===== config.mk =====
export PLATFORM = sky130hd
export DESIGN_NAME = i2c_master_arbiter
export DESIGN_NICKNAME = d
export VERILOG_FILES = /design/src/rtl/i2c_master_arbiter.sv
export SDC_FILE = /design/constraint.sdc
export NUM_CORES = 1
export LEC_CHECK = 0
export BUFFER_PORTS_ARGS = -buffer_cell sky130_fd_sc_hd__buf_2
export CAP_MARGIN = 20
export CORE_ASPECT_RATIO = 1.5
export CORE_MARGIN = 4
export CORE_UTILIZATION = 40
export DETAILED_ROUTE_END_ITERATION = 10
export GPL_ROUTABILITY_DRIVEN = 0
export HOLD_SLACK_MARGIN = 0.1
export PLACE_DENSITY = 0.73
export SYNTH_ARGS = -nofsm -noshare
export SYNTH_HDL_FRONTEND = slang
export SYNTH_SLANG_ARGS = --single-unit

===== constraint.sdc =====
create_clock -name clk_i -period 2.95 [get_ports clk_i]
set_clock_uncertainty 0.05 [all_clocks]
set_input_delay 0.295 -clock clk_i [delete_from_list [all_inputs] [get_ports clk_i]]
set_output_delay 0.295 -clock clk_i [all_outputs]
set_load 0.01 [all_outputs]

===== src/rtl/i2c_master_arbiter.sv =====
`default_nettype none
// ============================================================================
//  Module   : i2c_master_arbiter
//  Purpose  : Shares one byte-level I2C master engine between REQ_NUM local
//             requesters. Each requester posts a single-byte transaction
//             (address, direction, write data). Requests are granted
//             round-robin and the engine is sequenced through
//             START -> address byte -> data byte -> STOP. Read data and NACK
//             status are returned to the granted requester with done_o.
//  Ports    : clk_i, a_rst_i         clock, asynchronous active-high reset
//             req_i/addr_i/rw_i/wdata_i  requester side (packed per requester)
//             gnt_o/done_o/rdata_o/nack_o  grant, completion, results
//             bus_busy_i             external master currently owns the bus
//             cmd_*                  command channel to the engine
//             resp_*                 response channel from the engine
//  Revision : 1.0  initial release
// ============================================================================
module i2c_master_arbiter #(
    parameter int REQ_NUM    = 4,
    parameter int DATA_WIDTH = 8
) (
    input  logic                              clk_i,
    input  logic                              a_rst_i,
    input  logic [REQ_NUM-1:0]                req_i,
    input  logic [REQ_NUM*(DATA_WIDTH-1)-1:0] addr_i,
    input  logic [REQ_NUM-1:0]                rw_i,
    input  logic [REQ_NUM*DATA_WIDTH-1:0]     wdata_i,
    output logic [REQ_NUM-1:0]                gnt_o,
    output logic [REQ_NUM-1:0]                done_o,
    output logic [DATA_WIDTH-1:0]             rdata_o,
    output logic                              nack_o,
    input  logic                              bus_busy_i,
    output logic                              cmd_valid_o,
    input  logic                              cmd_ready_i,
    output logic [1:0]                        cmd_o,
    output logic [DATA_WIDTH-1:0]             cmd_data_o,
    input  logic                              resp_valid_i,
    input  logic [DATA_WIDTH-1:0]             resp_data_i,
    input  logic                              resp_nack_i
);

    localparam int ADDR_WIDTH = DATA_WIDTH - 1;
    localparam int c_PW       = $clog2(REQ_NUM);
    localparam int c_IW       = c_PW + 1;   // holds rr_ptr + offset before wrap

    localparam logic [1:0] c_CMD_START = 2'd0;
    localparam logic [1:0] c_CMD_WRITE = 2'd1;
    localparam logic [1:0] c_CMD_READ  = 2'd2;
    localparam logic [1:0] c_CMD_STOP  = 2'd3;

    localparam logic [3:0] c_ST_IDLE       = 4'd0;
    localparam logic [3:0] c_ST_ARB        = 4'd1;
    localparam logic [3:0] c_ST_START      = 4'd2;
    localparam logic [3:0] c_ST_WAIT_START = 4'd3;
    localparam logic [3:0] c_ST_ADDR       = 4'd4;
    localparam logic [3:0] c_ST_WAIT_ADDR  = 4'd5;
    localparam logic [3:0] c_ST_DATA       = 4'd6;
    localparam logic [3:0] c_ST_WAIT_DATA  = 4'd7;
    localparam logic [3:0] c_ST_STOP       = 4'd8;
    localparam logic [3:0] c_ST_WAIT_STOP  = 4'd9;
    localparam logic [3:0] c_ST_DONE       = 4'd10;

    localparam logic [REQ_NUM-1:0] c_GNT_ONE = {{(REQ_NUM-1){1'b0}}, 1'b1};

    logic [3:0]            r_state;
    logic [c_PW-1:0]       r_rr_ptr;
    logic [REQ_NUM-1:0]    r_gnt;
    logic [REQ_NUM-1:0]    r_done;
    logic [ADDR_WIDTH-1:0] r_addr;
    logic                  r_rw;
    logic [DATA_WIDTH-1:0] r_wdata;
    logic [DATA_WIDTH-1:0] r_rdata_lat;
    logic                  r_nack_flag;
    logic [DATA_WIDTH-1:0] r_rdata;
    logic                  r_nack;
    logic                  r_cmd_valid;
    logic [1:0]            r_cmd;
    logic [DATA_WIDTH-1:0] r_cmd_data;

    logic                  w_found;
    logic [c_PW-1:0]       w_winner;
    logic [c_IW-1:0]       w_idx;
    logic [ADDR_WIDTH-1:0] w_addr;
    logic                  w_rw;
    logic [DATA_WIDTH-1:0] w_wdata;
    logic                  w_accept;

    assign w_accept = r_cmd_valid & cmd_ready_i;

    // Round-robin search: first set request starting just after the last winner.
    always_comb begin
        w_found  = 1'b0;
        w_winner = '0;
        w_idx    = '0;
        for (int i = 1; i <= REQ_NUM; i++) begin
            w_idx = {1'b0, r_rr_ptr} + c_IW'(i);
            if (w_idx >= c_IW'(REQ_NUM)) begin
                w_idx = w_idx - c_IW'(REQ_NUM);
            end
            if (!w_found && req_i[w_idx[c_PW-1:0]]) begin
                w_found  = 1'b1;
                w_winner = w_idx[c_PW-1:0];
            end
        end
    end

    // Winner's transaction fields, selected with constant slices.
    always_comb begin
        w_addr  = '0;
        w_rw    = 1'b0;
        w_wdata = '0;
        for (int k = 0; k < REQ_NUM; k++) begin
            if (w_winner == c_PW'(k)) begin
                w_addr  = addr_i[k*ADDR_WIDTH +: ADDR_WIDTH];
                w_rw    = rw_i[k];
                w_wdata = wdata_i[k*DATA_WIDTH +: DATA_WIDTH];
            end
        end
    end

    always_ff @(posedge clk_i or posedge a_rst_i) begin
        if (a_rst_i) begin
            r_state     <= c_ST_IDLE;
            r_rr_ptr    <= c_PW'(REQ_NUM - 1);
            r_gnt       <= '0;
            r_done      <= '0;
            r_addr      <= '0;
            r_rw        <= 1'b0;
            r_wdata     <= '0;
            r_rdata_lat <= '0;
            r_nack_flag <= 1'b0;
            r_rdata     <= '0;
            r_nack      <= 1'b0;
            r_cmd_valid <= 1'b0;
            r_cmd       <= c_CMD_START;
            r_cmd_data  <= '0;
        end else begin
            case (r_state)
                c_ST_IDLE: begin
                    // An external master only blocks starting a new transaction.
                    if (|req_i && !bus_busy_i) begin
                        r_state <= c_ST_ARB;
                    end
                end
                c_ST_ARB: begin
                    if (w_found) begin
                        r_gnt       <= c_GNT_ONE << w_winner;
                        r_rr_ptr    <= w_winner;
                        r_addr      <= w_addr;
                        r_rw        <= w_rw;
                        r_wdata     <= w_wdata;
                        r_nack_flag <= 1'b0;
                        r_cmd_valid <= 1'b1;
                        r_cmd       <= c_CMD_START;
                        r_cmd_data  <= '0;
                        r_state     <= c_ST_START;
                    end else begin
                        r_state <= c_ST_IDLE;
                    end
                end
                c_ST_START: begin
                    if (w_accept) begin
                        r_cmd_valid <= 1'b0;
                        r_state     <= c_ST_WAIT_START;
                    end
                end
                c_ST_WAIT_START: begin
                    if (resp_valid_i) begin
                        r_cmd_valid <= 1'b1;
                        r_cmd       <= c_CMD_WRITE;
                        r_cmd_data  <= {r_addr, r_rw};
                        r_state     <= c_ST_ADDR;
                    end
                end
                c_ST_ADDR: begin
                    if (w_accept) begin
                        r_cmd_valid <= 1'b0;
                        r_state     <= c_ST_WAIT_ADDR;
                    end
                end
                c_ST_WAIT_ADDR: begin
                    if (resp_valid_i) begin
                        r_cmd_valid <= 1'b1;
                        if (resp_nack_i) begin
                            // Nobody answered the address: skip data, release the bus.
                            r_nack_flag <= 1'b1;
                            r_cmd       <= c_CMD_STOP;
                            r_cmd_data  <= '0;
                            r_state     <= c_ST_STOP;
                        end else begin
                            r_cmd      <= r_rw ? c_CMD_READ : c_CMD_WRITE;
                            r_cmd_data <= r_rw ? '0 : r_wdata;
                            r_state    <= c_ST_DATA;
                        end
                    end
                end
                c_ST_DATA: begin
                    if (w_accept) begin
                        r_cmd_valid <= 1'b0;
                        r_state     <= c_ST_WAIT_DATA;
                    end
                end
                c_ST_WAIT_DATA: begin
                    if (resp_valid_i) begin
                        if (r_rw) begin
                            r_rdata_lat <= resp_data_i;
                        end else begin
                            r_nack_flag <= resp_nack_i;
                        end
                        r_cmd_valid <= 1'b1;
                        r_cmd       <= c_CMD_STOP;
                        r_cmd_data  <= '0;
                        r_state     <= c_ST_STOP;
                    end
                end
                c_ST_STOP: begin
                    if (w_accept) begin
                        r_cmd_valid <= 1'b0;
                        r_state     <= c_ST_WAIT_STOP;
                    end
                end
                c_ST_WAIT_STOP: begin
                    if (resp_valid_i) begin
                        r_done  <= r_gnt;
                        r_rdata <= r_rdata_lat;
                        r_nack  <= r_nack_flag;
                        r_state <= c_ST_DONE;
                    end
                end
                c_ST_DONE: begin
                    r_done  <= '0;
                    r_gnt   <= '0;
                    r_state <= c_ST_IDLE;
                end
                default: begin
                    r_cmd_valid <= 1'b0;
                    r_gnt       <= '0;
                    r_done      <= '0;
                    r_state     <= c_ST_IDLE;
                end
            endcase
        end
    end

    assign gnt_o       = r_gnt;
    assign done_o      = r_done;
    assign rdata_o     = r_rdata;
    assign nack_o      = r_nack;
    assign cmd_valid_o = r_cmd_valid;
    assign cmd_o       = r_cmd;
    assign cmd_data_o  = r_cmd_data;

endmodule
`default_nettype wire


==> impl_metrics.toml, run 1 <==
[outcome]
outcome = "finished clean"

[logic_synthesis]
synth_seq_area_share = 0.492
ys_warn_count = 0
synth_flop_cell = "dfrtp_1"
avgSynthCellArea_um2 = 10.5
syn-num-nets = 368
synthArstFlopShare = 1.00
ys_seq_elements = 59
syn-cell-area_um2 = 3010
syn_inst = 286
ys_types = 53
synth_edf_count = 0

[min_path]
min-delay-path-class = "in2reg"
hold_path_depth = 2
min_to = "r_addr[1]$_DFFE_PP0P_"
hold_start = "addr_i[22]"

[timing]
fin_tns_setup_ps = 0
slew_headroom = 0.343
drv_slew = 0
setup_violations = 0
hold_violations = 0
worstMarginPinSlew_ps = 980
finalCriticalPeriod_ps = 2470
period_share = 0.836
fmax_mhz = 405
rsz0062_at_grt = "false"

[pwr]
powerDensity_nw_per_um2 = 916
p_leak_nw = 1.85
ir_drop_mv = 0.341

[placement]
io_buffers = 109
dpl.hpwl_um = 5780

[setup_path]
r2r_cells = 3
rrSetupSlack_ps = 480
end_kind = "flip-flop"
cp_data_required_time_ps = 3170
critical_path_class = "reg2reg"
cp_slowest_cell = "nor3_2"
critical_path_buf_inv_count = 0
cpPeakStageDelay_ps = 820
r2r-start = "r_state[1]$_DFFE_PP0P_"
path_max_fanout = 18
path_delay_family = "simple AND/OR/NAND/NOR gates"
worst_ep_arrival_time_ps = 2690
reg2reg_to = "r_addr[5]$_DFFE_PP0P_"
crit_chain = "or4b_4 > nor3_2 > a221o_1"
start_kind = "flip-flop"

[detailed_routing]
antenna_left = 0
drc_errors = 0
dr_wl_met2_um = 3910
wl_met1_um = 3220
wl_um = 7800
routed_via_density = 5.43
met3RoutedLength_um = 487
avgRoutedWirePerCell_um = 15.7
dr.pass1.iters = 4
maxUsedRoutingLayer = "met4"
drt_iter0_markers = 187
vias = 2692

[floorplan]
fp.dieH_um = 114
initial_core_util = 0.413
rows = 38
die-area_um2 = 9000
die_w_um = 78.8
num_io_pins = 110
core_um2 = 7270

[cts]
clk_path_buf_depth = 2
clk_latency_ps = 330
numCtsBuffers = 9
cts_tree = "done"
clkTransAtPathRegs_ps = 60
h-tree-depth = 3
cts.sinks = 59
cts-root-buf = "clkbuf_8"
ctsResizeCount = 0

[grt]
grt_pass1_wl_um = 12600
grt_use_total = 0.179
grt_max_degree = 51
grt_overflow = 0
antenna_found_initial = 0
grt_pass1_vias = 2631

[layout]
layout.nets = 474
syn_to_final_growth_pct = 27.7
drive_gt1_frac = 0.409
layout_common_cells = "buf_2 (109), dfrtp_1 (57), nand2_1 (37), a21oi_1 (20), mux2_2 (19)"
final_common_cell = "buf_2"
n_antenna_cell = 0
n_fill_cell = 687
final_util = 0.528

[run]
drv_cap = 0
==> where the power goes <==
part / leakage [nW] / total (mW) / switching [mW] / internal (mW)
Sequential: 0.771 / 1.44 / 0.289 / 1.15
Combinational: 0.978 / 1.35 / 0.710 / 0.639
Clock: 0.0995 / 0.727 / 0.296 / 0.431
Total: 1.85 / 3.52 / 1.30 / 2.22
==> Yosys cell counts, types with 3 or more instances <==
master / number / area share
o221ai_1: 13 / 0.038
a22oi_1: 8 / 0.020
buf_6: 3 / 0.011
a21oi_1: 20 / 0.033
nand2b_1: 5 / 0.010
a22o_1: 4 / 0.012
dfrtp_1: 57 / 0.47
clkbuf_1: 11 / 0.014
nor2b_1: 4 / 0.0083
nand2_1: 37 / 0.046
buf_2: 5 / 0.0083
o21ai_0: 17 / 0.028
a221o_1: 14 / 0.047
mux2i_1: 5 / 0.017
nor2_1: 7 / 0.0087
mux2_2: 19 / 0.071
nor3_1: 4 / 0.0067
inv_1: 3 / 0.0037
nand3_1: 9 / 0.015
==> kinds of logic (layout without fill, tap and decap cells) <==
logic type      Yosys count  in the layout  synth area share
buf+inv                  25            135            0.0420
simple gates             81             81             0.139
compound gates           97             97             0.240
flops                    59             59             0.492
mux                      24             24            0.0878
==> layer usage <==
layer,track usage,up-vias
met2,0.297,97
met3,0.0315,14
li1,-,1310
met4,0.0910,0
met5,0,-
met1,0.224,1271
==> through the flow <==
step | hold WS [ps] | worst slack, ps | std cells | cell area [um^2] | total power [mW]
after floorplan | 390 | 971 | 286 | 3010 | 2.42
after global placement | 409 | 631 | 479 | 3610 | 2.74
after detailed placement | 417 | 553 | 479 | 3610 | 2.80
after CTS | 122 | 537 | 494 | 3800 | 3.54
after global routing | 137 | 375 | 496 | 3840 | 3.78
final | 139 | 482 | 496 | 3840 | 3.52
==> area by class of cell <==
| cell class | instances | area [um^2] | area share |
|---|---|---|---|
| Sequential cell | 59 | 1480 | 0.385 |
| Clock inverter | 2 | 35.0 | 0.00912 |
| Inverter | 3 | 11.3 | 0.00293 |
| Tap cell | 100 | 125 | 0.0326 |
| Timing Repair Buffer | 117 | 628 | 0.164 |
| Clock buffer | 13 | 159 | 0.0414 |
| Multi-Input combinational cell | 202 | 1400 | 0.365 |
==> worst max-delay path by stage <==
stage                                       start                      to  cells after the start
final                      r_state[1]$_DFFE_PP0P_   r_addr[5]$_DFFE_PP0P_                      3
after global routing      r_rr_ptr[1]$_DFFE_PP1P_  r_wdata[4]$_DFFE_PP0P_                      4
after floorplan           r_rr_ptr[1]$_DFFE_PP1P_   r_addr[6]$_DFFE_PP0P_                      7
after global placement     r_state[1]$_DFFE_PP0P_  r_wdata[5]$_DFFE_PP0P_                      3
after CTS                  r_state[1]$_DFFE_PP0P_   r_addr[5]$_DFFE_PP0P_                      3
after detailed placement   r_state[1]$_DFFE_PP0P_   r_addr[5]$_DFFE_PP0P_                      3
==> flip-flops by register name (all words and copies together), names as in the netlist <==
signal,flops
r_state,4
cmd_valid_o,1
r_addr,7
r_rr_ptr,2
r_rw,1
r_wdata,8
cmd_data_o,8
r_rdata_lat,8
done_o,4
gnt_o,4
nack_o,1
cmd_o,2
r_nack_flag,1
rdata_o,8
==> what timing repair did <==
| item | 4_1_cts | 5_1_grt |
|---|---|---|
| endpoints found under the hold margin | 0 | 25 |
| setup buffers | 0 | 0 |
| hold buffers | 0 | 1 |
No activity file was read; power rests on OpenSTA's default activity.
==> run 2: changes to the inputs <==
--- a/config.mk
+++ b/config.mk
@@ -5,6 +5,7 @@
 export SDC_FILE = /design/constraint.sdc
 export NUM_CORES = 1
 export LEC_CHECK = 0
+export ABC_AREA = 1
 export BUFFER_PORTS_ARGS = -buffer_cell sky130_fd_sc_hd__buf_2
 export CAP_MARGIN = 20
 export CORE_ASPECT_RATIO = 1.5
@@ -13,7 +14,7 @@
 export DETAILED_ROUTE_END_ITERATION = 10
 export GPL_ROUTABILITY_DRIVEN = 0
 export HOLD_SLACK_MARGIN = 0.1
-export PLACE_DENSITY = 0.73
+export PLACE_DENSITY = 0.71
 export SYNTH_ARGS = -nofsm -noshare
 export SYNTH_HDL_FRONTEND = slang
 export SYNTH_SLANG_ARGS = --single-unit
==> constraint.sdc (replaced) <==
create_clock -name clk_i -period 2.5 [get_ports clk_i]
set_clock_uncertainty 0.05 [all_clocks]
set_input_delay 0.25 -clock clk_i [delete_from_list [all_inputs] [get_ports clk_i]]
set_output_delay 0.25 -clock clk_i [all_outputs]
set_load 0.01 [all_outputs]
==> run 2 against run 1 <==
  * Sequential cell count is the same
  * Clock power rose by 77%
  * Global-route usage down 0.31 points
  * Largest cell class is now multi-input combinational cells
  * Highest routed layer unchanged
==> impl_metrics.toml, run 2 <==
[outcome]
outcome = "finished clean"

[cts]
numCtsBuffers = 9
clkTransAtPathRegs_ps = 50
cts_post_setup_buffers_inserted = 0
cts_tree = "done"
clk_latency_ps = 330
cts-root-buf = "clkbuf_16"
cts.hold.buffers_added = 0
ctsResizeCount = 0
clk_path_buf_depth = 2
cts.sinks = 59
h-tree-depth = 3

[timing]
drv_slew = 0
setup_violations = 0
finalCriticalPeriod_ps = 2230
rsz0062_at_grt = "false"
fin_tns_setup_ps = 0
hold_violations = 0
period_share = 0.892
slew_headroom = 0.512
fmax_mhz = 449
worstMarginPinSlew_ps = 732

[setup_path]
worst_ep_arrival_time_ps = 2440
cp_data_required_time_ps = 2710
end_kind = "flip-flop"
crit_chain = "inv_6 > nand2_1 > nand2_1 > nand2_1 > nand2_2 > nor2_4 > nand4_4 > nand2_4 > nand2_1 > inv_2 > nand2_1 > nand3_1 > nand2_1 > nand2_1"
path_max_fanout = 14
cpPeakStageDelay_ps = 650
cp_slowest_cell = "dfstp_2"
path_common_cell = "nand2_1"
start_kind = "flip-flop"
critical_path_class = "reg2reg"

[logic_synthesis]
netlist.area_leader.share = 0.413
synthArstFlopShare = 1.00
yosys.area.top_type = "dfrtp_1"
synth_edf_count = 0
syn-num-nets = 541
syn_inst = 459
syn-cell-area_um2 = 3450
synth_seq_area_share = 0.428
synth.top_cells.by_area = "dfrtp_1 (41%), nand2_1 (15%), nand3_1 (6.8%), nor2_1 (5.5%), mux2_2 (5.5%)"
ys_types = 33
netlist_top_cells_count = "nand2_1 (141), dfrtp_1 (57), nor2_1 (51)"
avgSynthCellArea_um2 = 7.52
ys_seq_elements = 59
ys_warn_count = 0
synth_flop_cell = "dfrtp_1"
synth.most_common_cell = "nand2_1"

[layout]
layout_common_cells = "nand2_1 (141), buf_2 (109), dfrtp_1 (57), nor2_1 (51), nand3_1 (47)"
n_antenna_cell = 0
regArea_um2 = 1480
n_fill_cell = 838
drive_gt1_frac = 0.310
syn_to_final_growth_pct = 27.5
final_common_cell = "nand2_1"
multi_input_area_um2 = 1670
layout.nets = 654
final_area_um2 = 4400

[grt]
grt_pass1_wl_um = 14500
grt_overflow = 0
antenna_found_initial = 0
grt_use_total = 0.176
grt_max_degree = 60
grt_pass1_vias = 3147

[pwr]
powerDensity_nw_per_um2 = 1400
ir_drop_mv = 0.906
p_leak_nw = 2.42
power.total_mw = 6.14

[run]
drv_cap = 0

[detailed_routing]
antenna_left = 0
routed_via_density = 4.87
drt_iter0_markers = 180
vias = 3328
drc_errors = 0
avgRoutedWirePerCell_um = 13.2
wl_um = 9010
dr.pass1.iters = 5

[floorplan]
die_w_um = 83.9
die-area_um2 = 10200
rows = 41
fp.dieH_um = 122
core_um2 = 8410
initial_core_util = 0.410
num_io_pins = 110

[placement]
post_dp_cell_area_um2 = 4060
dpl.hpwl_um = 7010
io_buffers = 109

[min_path]
min-delay-path-class = "in2async"
run 2: final timing paths:
check	start	to	slack, ps	cells past startpoint
setup / recovery	r_rr_ptr[0]$_DFFE_PP1P_	r_addr[1]$_DFFE_PP0P_	270	14
hold / removal	a_rst_i	r_rdata_lat[2]$_DFFE_PP0P_	80	3
setup reg to reg	r_rr_ptr[0]$_DFFE_PP1P_	r_addr[1]$_DFFE_PP0P_	270	14
hold reg to reg	cmd_data_o[7]$_DFFE_PP0P_	cmd_data_o[7]$_DFFE_PP0P_	420	2
max in group asynchronous	a_rst_i	r_nack_flag$_DFFE_PP0P_	1840	3
min in group clk_i	resp_data_i[7]	r_rdata_lat[7]$_DFFE_PP0P_	110	2
run 2: layout make-up:
type                            instances  area share
Sequential cell                        59       0.336
Inverter                               49      0.0429
Timing Repair Buffer                  116       0.139
Clock inverter                          7      0.0210
Clock buffer                            9      0.0512
Multi-Input combinational cell        337       0.380
Tap cell                              107      0.0304
run 2: metal layers:
layer | global-route usage | up-vias | part of all wire
li1 | - | 1698 | -
met3 | 0.0433 | 15 | 0.058
met1 | 0.216 | 1498 | 0.43
met2 | 0.299 | 117 | 0.49
met4 | 0.0684 | 0 | 0.019
met5 | 0 | - | 0
run 2: stage by stage:
stage	utilization	cells	setup WS [ps]	hold WS (ps)
after floorplan	-	459	531	351
after CTS	0.521	683	266	103
after detailed placement	0.483	667	272	411
after global routing	0.523	684	45.1	107
final	0.523	684	270	82.7
after global placement	0.483	667	327	414
run 2: logic make-up (layout without fill, tap and decap cells):
kind of cell    count (synthesis)  in the layout  share of synthesized area
compound gates                 54             54                     0.0837
buf+inv                        63            181                     0.0877
flops                          59             59                      0.428
mux                            17             17                     0.0555
simple gates                  266            266                      0.345
run 2: critical path: cells and delay by family, from the launching register on:
family	cells	cell delay (ps)
buffers and inverters	2	270
AND/OR/NAND/NOR	12	1170
flip-flops	1	650
run 2: where the power goes:
part	internal (mW)	switching [mW]	leakage [nW]
sequential	1.36	0.260	0.776
combinational	1.15	2.08	1.49
clock	0.866	0.422	0.147
==> run 3: changes to the inputs <==
--- a/config.mk
+++ b/config.mk
@@ -6,15 +6,16 @@
 export NUM_CORES = 1
 export LEC_CHECK = 0
 export ABC_AREA = 1
-export BUFFER_PORTS_ARGS = -buffer_cell sky130_fd_sc_hd__buf_2
 export CAP_MARGIN = 20
 export CORE_ASPECT_RATIO = 1.5
 export CORE_MARGIN = 4
 export CORE_UTILIZATION = 40
+export CTS_BUF_LIST = sky130_fd_sc_hd__clkbuf_4 sky130_fd_sc_hd__clkbuf_8
 export DETAILED_ROUTE_END_ITERATION = 10
+export DONT_BUFFER_PORTS = 1
 export GPL_ROUTABILITY_DRIVEN = 0
 export HOLD_SLACK_MARGIN = 0.1
-export PLACE_DENSITY = 0.71
+export PLACE_DENSITY = 0.6
 export SYNTH_ARGS = -nofsm -noshare
 export SYNTH_HDL_FRONTEND = slang
 export SYNTH_SLANG_ARGS = --single-unit
==> run 3 against run 2 <==
  * Design area shrank 1.1%
  * Sequential share of layout area grew 0.39 points
  * Global-route usage grew 1.7 points
  * Sequential power grew 6%
  * Clock-buffer cell count grew 3
  * Critical path depth grew 2
  * Via count shrank 3.3%
  * Die area is the same
  * Hold slack gained 34 ps
  * Power shrank 5.6%
  * Sequential cell count is the same
  * Utilization shrank 0.59 points
==> impl_metrics.toml, run 3 (synthesis gave the netlist of run 2 again) <==
[grt]
grt_use_total = 0.193
grt_overflow = 0
grt_pass1_wl_um = 15800
grt_pass1_vias = 3309
antenna_found_initial = 0
grt_max_degree = 24

[floorplan]
fp.dieH_um = 122
initial_core_util = 0.410
rows = 41
num_io_pins = 110
die-area_um2 = 10200
die_w_um = 83.9
core_um2 = 8410

[detailed_routing]
drc_errors = 0
wl_um = 9790
drt_iter0_markers = 174
vias = 3218
avgRoutedWirePerCell_um = 15.4
antenna_left = 0
dr.pass1.iters = 4
routed_via_density = 5.07

[min_path]
min-delay-path-class = "in2reg"

[cts]
numCtsBuffers = 9
h-tree-depth = 3
clk_latency_ps = 340
cts-root-buf = "clkbuf_8"
cts.sinks = 59
cts_tree = "done"
clkTransAtPathRegs_ps = 70
clk_path_buf_depth = 2

[timing]
rsz0062_at_grt = "false"
fin_hold_ws_ps = 116
slew_headroom = 0.619
setup_violations = 0
fmax_mhz = 443
finalCriticalPeriod_ps = 2260
hold_violations = 0
worstMarginPinSlew_ps = 569
period_share = 0.903
fin_tns_setup_ps = 0
drv_slew = 0

[run]
drv_cap = 0

[pwr]
powerDensity_nw_per_um2 = 1330
p_leak_nw = 2.17
ir_drop_mv = 0.990
power.total_mw = 5.80

[layout]
n_antenna_cell = 0
n_fill_cell = 808
final_common_cell = "nand2_1"
layout_common_cells = "nand2_1 (141), dfrtp_1 (57), dlygate4sd3_1 (55), nor2_1 (51), nand3_1 (47)"
drive_gt1_frac = 0.142
multi_input_area_um2 = 1670
regArea_um2 = 1480
syn_to_final_growth_pct = 26.0
layout.nets = 605

[setup_path]
start_kind = "flip-flop"
cp_data_required_time_ps = 2680
end_kind = "flip-flop"
path_max_fanout = 14
critical_path_class = "reg2reg"
worst_ep_arrival_time_ps = 2440

[placement]
dpl.hpwl_um = 7120
io_buffers = 0

[outcome]
outcome = "finished clean"
==> run 3: changes by cell type in the layout (fill, tap and decap cells not counted) <==
cell           before  now
buf_2             109    1
dlygate4sd3_1       0   55
clkbuf_8            0   12
clkbuf_16           9    0
buf_4               6    9
clkinvlp_4          3    1
buf_12              1    2
bufinv_16           2    1
inv_2               5    4
inv_4               0    1
==> run 3: per-stage QoR <==
step	setup WS [ps]	cells	area (um^2)	util
2_1_floorplan	531	459	3450	-
3_3_place_gp	244	559	3520	0.419
3_5_place_dp	161	559	3520	0.419
4_1_cts	149	630	4290	0.510
5_1_grt	34.2	635	4350	0.517
6_report	241	635	4350	0.517
==> run 3: final cells by class <==
type	instances	area share
repair buffers	67	0.152
clock buffers	12	0.0380
flip-flops and latches	59	0.340
multi-input cells	337	0.384
well taps	107	0.0308
inverters	49	0.0440
clock inverters	4	0.0109
==> run 3: final timing paths <==
kind,from,endpoint,slack (ps),depth (start not counted)
worst max-delay path,r_rr_ptr[0]$_DFFE_PP1P_,r_addr[6]$_DFFE_PP0P_,240,16
worst max register to register,r_rr_ptr[0]$_DFFE_PP1P_,r_addr[6]$_DFFE_PP0P_,240,16
min in group asynchronous,a_rst_i,r_addr[6]$_DFFE_PP0P_,340,2
worst min register to register,r_addr[4]$_DFFE_PP0P_,r_addr[4]$_DFFE_PP0P_,430,2
worst min-delay path,addr_i[25],r_addr[4]$_DFFE_PP0P_,120,4
max in group asynchronous,a_rst_i,r_rr_ptr[0]$_DFFE_PP1P_,1350,3
==> run 3: power breakdown <==
part	leakage (nW)	total, mW	internal, mW	switching (mW)
clock network	0.108	0.899	0.538	0.361
registers	0.776	1.72	1.36	0.359
logic	1.28	3.18	1.13	2.04
==> run 3: worst max-delay path: stages, from the launching register on <==
cell and delay [ps]:
dfstp_2 550, buf_12 120, inv_6 40, nand2_1 100, nand3_1 80, nand2_1 120
inv_1 80, nor2_4 110, nand2_1 100, nand2_4 120, nand2_4 110, nand2_1 160
inv_4 100, nand2_1 70, nand3_1 80, nand2_1 110, nand2_1 50
==> run 3: repair_timing <==
action,in CTS,in global routing
setup endpoints to repair,0,14
hold buffers,55,0
buffers inserted,0,5
endpoints found under the hold margin,43,0
resized for setup,0,1
==> run 3: metal layers <==
metal | track usage | routed length (um)
met1 | 0.207 | 3800
met2 | 0.349 | 5080
met3 | 0.0589 | 760
met4 | 0.0825 | 156
met5 | 0 | 0
